## src/rtl/ram_2p_clr.sv

```systemverilog
// Single-clock simple-dual-port RAM with a hardware clear sweep and a registered read port.
// Optional stored even parity with error injection is enabled by defining RAM_PARITY_EN.
module ram_2p_clr #(
  parameter int ADDR_LENGTH = 2,
  parameter int DATA_LENGTH = 4
) (
  input  logic                   clk,
  input  logic                   reset,
  input  logic                   clr,
  input  logic                   wr_en,
  input  logic [ADDR_LENGTH-1:0] wr_addr,
  input  logic [DATA_LENGTH-1:0] wr_data,
`ifdef RAM_PARITY_EN
  input  logic                   par_inj,
  output logic                   par_err,
`endif
  input  logic                   rd_en,
  input  logic [ADDR_LENGTH-1:0] rd_addr,
  output logic [DATA_LENGTH-1:0] rd_data,
  output logic                   rd_valid,
  output logic                   busy
);

  localparam int DEPTH = 1 << ADDR_LENGTH;
`ifdef RAM_PARITY_EN
  localparam int MW = DATA_LENGTH + 1;
`else
  localparam int MW = DATA_LENGTH;
`endif

  typedef enum logic {IDLE, CLEAR} state_e;

  state_e                 state_q, state_d;
  logic [ADDR_LENGTH-1:0] clr_ptr_q, clr_ptr_d;
  logic [DATA_LENGTH-1:0] rd_data_q, rd_data_d;
  logic                   rd_valid_q, rd_valid_d;

  logic [MW-1:0]          mem [DEPTH];
  logic                   mem_we;
  logic [ADDR_LENGTH-1:0] mem_waddr;
  logic [MW-1:0]          mem_wdata;
  logic [MW-1:0]          wr_word, rd_word;
  logic                   user_ok;

`ifdef RAM_PARITY_EN
  logic par_err_q, par_err_d;
  assign wr_word = {(^wr_data) ^ par_inj, wr_data};
`else
  assign wr_word = wr_data;
`endif

  // clr in IDLE pre-empts any user access issued in the same cycle
  assign user_ok = (state_q == IDLE) && !clr;
  // write-first: a same-address write is forwarded to the read register
  assign rd_word = (wr_en && (wr_addr == rd_addr)) ? wr_word : mem[rd_addr];

  always_comb begin
    state_d    = state_q;
    clr_ptr_d  = clr_ptr_q;
    mem_we     = 1'b0;
    mem_waddr  = wr_addr;
    mem_wdata  = wr_word;
    rd_valid_d = 1'b0;
    rd_data_d  = rd_data_q;
`ifdef RAM_PARITY_EN
    par_err_d  = par_err_q;
`endif
    case (state_q)
      IDLE: begin
        if (clr) begin
          state_d   = CLEAR;
          clr_ptr_d = '0;
        end
      end
      CLEAR: begin
        mem_we    = 1'b1;
        mem_waddr = clr_ptr_q;
        mem_wdata = '0;
        clr_ptr_d = clr_ptr_q + 1'b1;
        if (clr_ptr_q == ADDR_LENGTH'(DEPTH - 1)) state_d = IDLE;
      end
      default: state_d = CLEAR;
    endcase
    if (user_ok && wr_en) begin
      mem_we    = 1'b1;
      mem_waddr = wr_addr;
      mem_wdata = wr_word;
    end
    if (user_ok && rd_en) begin
      rd_valid_d = 1'b1;
      rd_data_d  = rd_word[DATA_LENGTH-1:0];
`ifdef RAM_PARITY_EN
      // XOR over data and stored bit is 1 exactly when they disagree
      par_err_d  = ^rd_word;
`endif
    end
  end

  always_ff @(posedge clk or posedge reset) begin
    if (reset) begin
      state_q    <= CLEAR;
      clr_ptr_q  <= '0;
      rd_data_q  <= '0;
      rd_valid_q <= 1'b0;
`ifdef RAM_PARITY_EN
      par_err_q  <= 1'b0;
`endif
    end else begin
      state_q    <= state_d;
      clr_ptr_q  <= clr_ptr_d;
      rd_data_q  <= rd_data_d;
      rd_valid_q <= rd_valid_d;
`ifdef RAM_PARITY_EN
      par_err_q  <= par_err_d;
`endif
    end
  end

  // storage has no reset; the clear sweep zeroes it after release
  always_ff @(posedge clk) begin
    if (mem_we) mem[mem_waddr] <= mem_wdata;
  end

  assign rd_data  = rd_data_q;
  assign rd_valid = rd_valid_q;
  assign busy     = (state_q == CLEAR);
`ifdef RAM_PARITY_EN
  assign par_err  = par_err_q;
`endif

endmodule

```

## config.mk

```make
export PLATFORM = sky130hd
export DESIGN_NAME = ram_2p_clr
export DESIGN_NICKNAME = d
export VERILOG_FILES = /design/src/rtl/ram_2p_clr.sv
export SDC_FILE = /design/constraint.sdc
export NUM_CORES = 1
export LEC_CHECK = 0
export ABC_AREA = 1
export BUFFER_PORTS_ARGS = -buffer_cell sky130_fd_sc_hd__buf_2
export CAP_MARGIN = 20
export CORE_ASPECT_RATIO = 0.6
export CORE_MARGIN = 1.5
export CORE_UTILIZATION = 45
export DETAILED_ROUTE_END_ITERATION = 8
export GPL_TIMING_DRIVEN = 0
export PLACE_DENSITY = 0.71
export SYNTH_ARGS = -nofsm -noshare
export SYNTH_HDL_FRONTEND = slang
export SYNTH_SLANG_ARGS = --single-unit
```

## constraint.sdc

```tcl
create_clock -name clk -period 1.82 [get_ports clk]
set_input_delay 0.364 -clock clk [delete_from_list [all_inputs] [get_ports clk]]
set_output_delay 0.364 -clock clk [all_outputs]
set_load 0.02 [all_outputs]
```

==> impl_metrics.toml <==
[finish]
fin_nets = 157
fin_area_um2 = 1340
fillCellCount = 236
drive_gt1_share_pct = 26.1
syn2layout_area_growth_pct = 15.5
diodes = 0
final_cells = 174
post-route-util_pct = 54.3

[timing]
fmax_mhz = 595
tightest_slew_ns = 0.415
fin_skew_ns = 0.00212
final-setup-viol-count = 0
relSlewSlack_pct = 72.2
fin_crit_sh_pct = 92.3
finalHoldViolCount = 0
holdWs_ns = 0.0409
rsz0062_at_grt = "false"
fin_ws_ns = 0.139
final.setup.tns_ns = 0
period_minus_slack_ns = 1.68
slew_violations = 0

[worst_setup_path]
cp-end-kind = "flip-flop"
critPathArrivalTime_ns = 1.61
crit_fanout = 8
path_class = "flip-flop to flip-flop"
start_kind = "flip-flop"
crit_required_ns = 1.75

[detailed_routing]
drc = 0
detail_route.vias_per_cell = 4.77
first_pass_iters = 4
initialDrtViolationCount = 56
ant_nets = 0
wirelength_mm = 2.19
via_count = 830
routedWlPerCell_um = 12.6

[flow_run]
maxCapViolations = 0

[placement]
gp_congestion = 0.808
pre_cts_slack_ns = 0.146
io_buffers = 17
dp_cells = 170
dp_hpwl_mm = 1.77
dpl_cell_area_um2 = 1280

[die]
rows = 14
die_h_um = 42.3
dieArea_um2 = 2900
start_util_pct = 47.0
ios = 19
coreArea_um2 = 2470
fp.dieW_um = 68.5

[cts]
cts_tree = "done"
cts.htree.levels = 1
cts.sinks = 24
clk_pin_slew_ns = 0.08
clock_latency_ns = 0.26
cts_resized = 0
root_buffer = "clkbuf_8"
ctsHoldBuffers = 0
postCtsSetupBuffers = 0
cts_buffers = 3
clock_tree.buffer_depth = 2

[logic_synthesis]
ys_seq_elements = 24
synth_top_area_share_pct = 41.4
ys_warn_count = 0
syn-cell-area_um2 = 1160
synth.distinct_cells = 21
synthTopCellsByArea = "edfxtp_1, dfrtp_1, nand2_1, nand3_1, nand2_4"
synth_top_cell_by_area = "edfxtp_1"
ys_seq_area_share_pct = 58.8
postSynthAreaPerCell_um2 = 9.59
synth_cells = 121
synth_fp_nets = 135

[global_route]
grtUsageMet3_pct = 4.84
grt_util_met1_pct = 28.6
met2_usage_pct = 25.4
grt-ovfl-total = 0
antenna_found_initial = 0
grt_pass1_vias = 770
grt_pass1_wl_mm = 3.74
gr-max-usage-layer = "met1"
grt_usage_pct = 18.1
grt_max_degree = 14

[pwr]
cellLeakagePower_nw = 0.655
powerDensity_nw_per_um2 = 1600
total_power_mw = 2.15
peakVddDrop_mv = 0.702

[hold_path]
hold_path.class = "input port to asynchronous set/reset pin"

[outcome]
outcome = "completed"
synth_stat cells:
| cell type | count |
|---|---|
| nand2_1 | 42 |
| edfxtp_1 | 16 |
| nand3_1 | 15 |
| inv_1 | 11 |
| dfrtp_1 | 7 |
| nor2_1 | 5 |
| nand2_4 | 4 |
| o21ai_1 | 4 |
| inv_2 | 3 |
| nand3_2 | 2 |
| o21ai_0 | 2 |
| a21oi_1 | 1 |
| buf_2 | 1 |
| clkinv_1 | 1 |
| clkinv_4 | 1 |
| dfstp_2 | 1 |
| ha_1 | 1 |
| nand2_2 | 1 |
| nand3_4 | 1 |
| nor2_4 | 1 |
| o21ai_2 | 1 |
report_power, final:
group | switching, mW | internal [mW]
Clock | 0.166 | 0.193
Combinational | 0.566 | 0.251
Sequential | 0.0892 | 0.880
Total | 0.821 | 1.32
routing by layer:
| layer | vias up | wire length (um) |
|---|---|---|
| met5 | - | 0 |
| met4 | 0 | 0 |
| met3 | 0 | 105 |
| met2 | 20 | 894 |
| met1 | 374 | 1190 |
| li1 | 436 | - |
cells by family (layout without fill, tap and decap cells):
logic type,Yosys count,after routing,share of synthesized area [%]
buf+inv,17,38,6.04
simple gates,71,71,30.3
compound gates,8,8,3.78
fa+ha+maj,1,1,1.08
flops,24,24,58.8
registers in the layout (all words and copies together) (netlist names):
name and count:
busy 1, clr_ptr_q 2, mem 16, rd_data 4, rd_valid 1
worst paths after layout:
check | from | endpoint | slack, ns | cells after the start
worst max-delay path | busy | mem[1][3] | 0.14 | 4
worst min-delay path | reset | rd_data[0] | 0.04 | 2
min in group clk | rd_en | rd_valid | 0.39 | 3
worst min register to register | rd_data[0] | rd_data[0] | 0.48 | 2
worst max register to register | busy | mem[1][3] | 0.14 | 4
max in group asynchronous | reset | busy | 1.48 | 2
critical path: stages, from the launching register on:
cell and delay, ns:
dfstp_2 0.61, inv_2 0.12, o21ai_2 0.13, nand3_1 0.14
nor2_1 0.35
area by class of cell:
class	count	area [um2]	area share, %
Inverter	16	65.1	4.86
Buffer	1	5.00	0.373
Tap cell	32	40.0	2.99
Timing Repair Buffer	17	85.1	6.35
Clock buffer	4	55.1	4.11
Sequential cell	24	682	50.9
Multi-Input combinational cell	80	408	30.4
cells in the final DEF, fill, tap and decap left out, types with 2 or more instances in the layout:
master	n
clkbuf_8	4
buf_2	18
dfrtp_1	7
nand2_4	4
inv_2	3
o21ai_0	2
inv_1	11
edfxtp_1	16
o21ai_1	4
nor2_1	5
nand3_2	2
nand2_1	42
nand3_1	15
(Power assumes the default switching activity.)
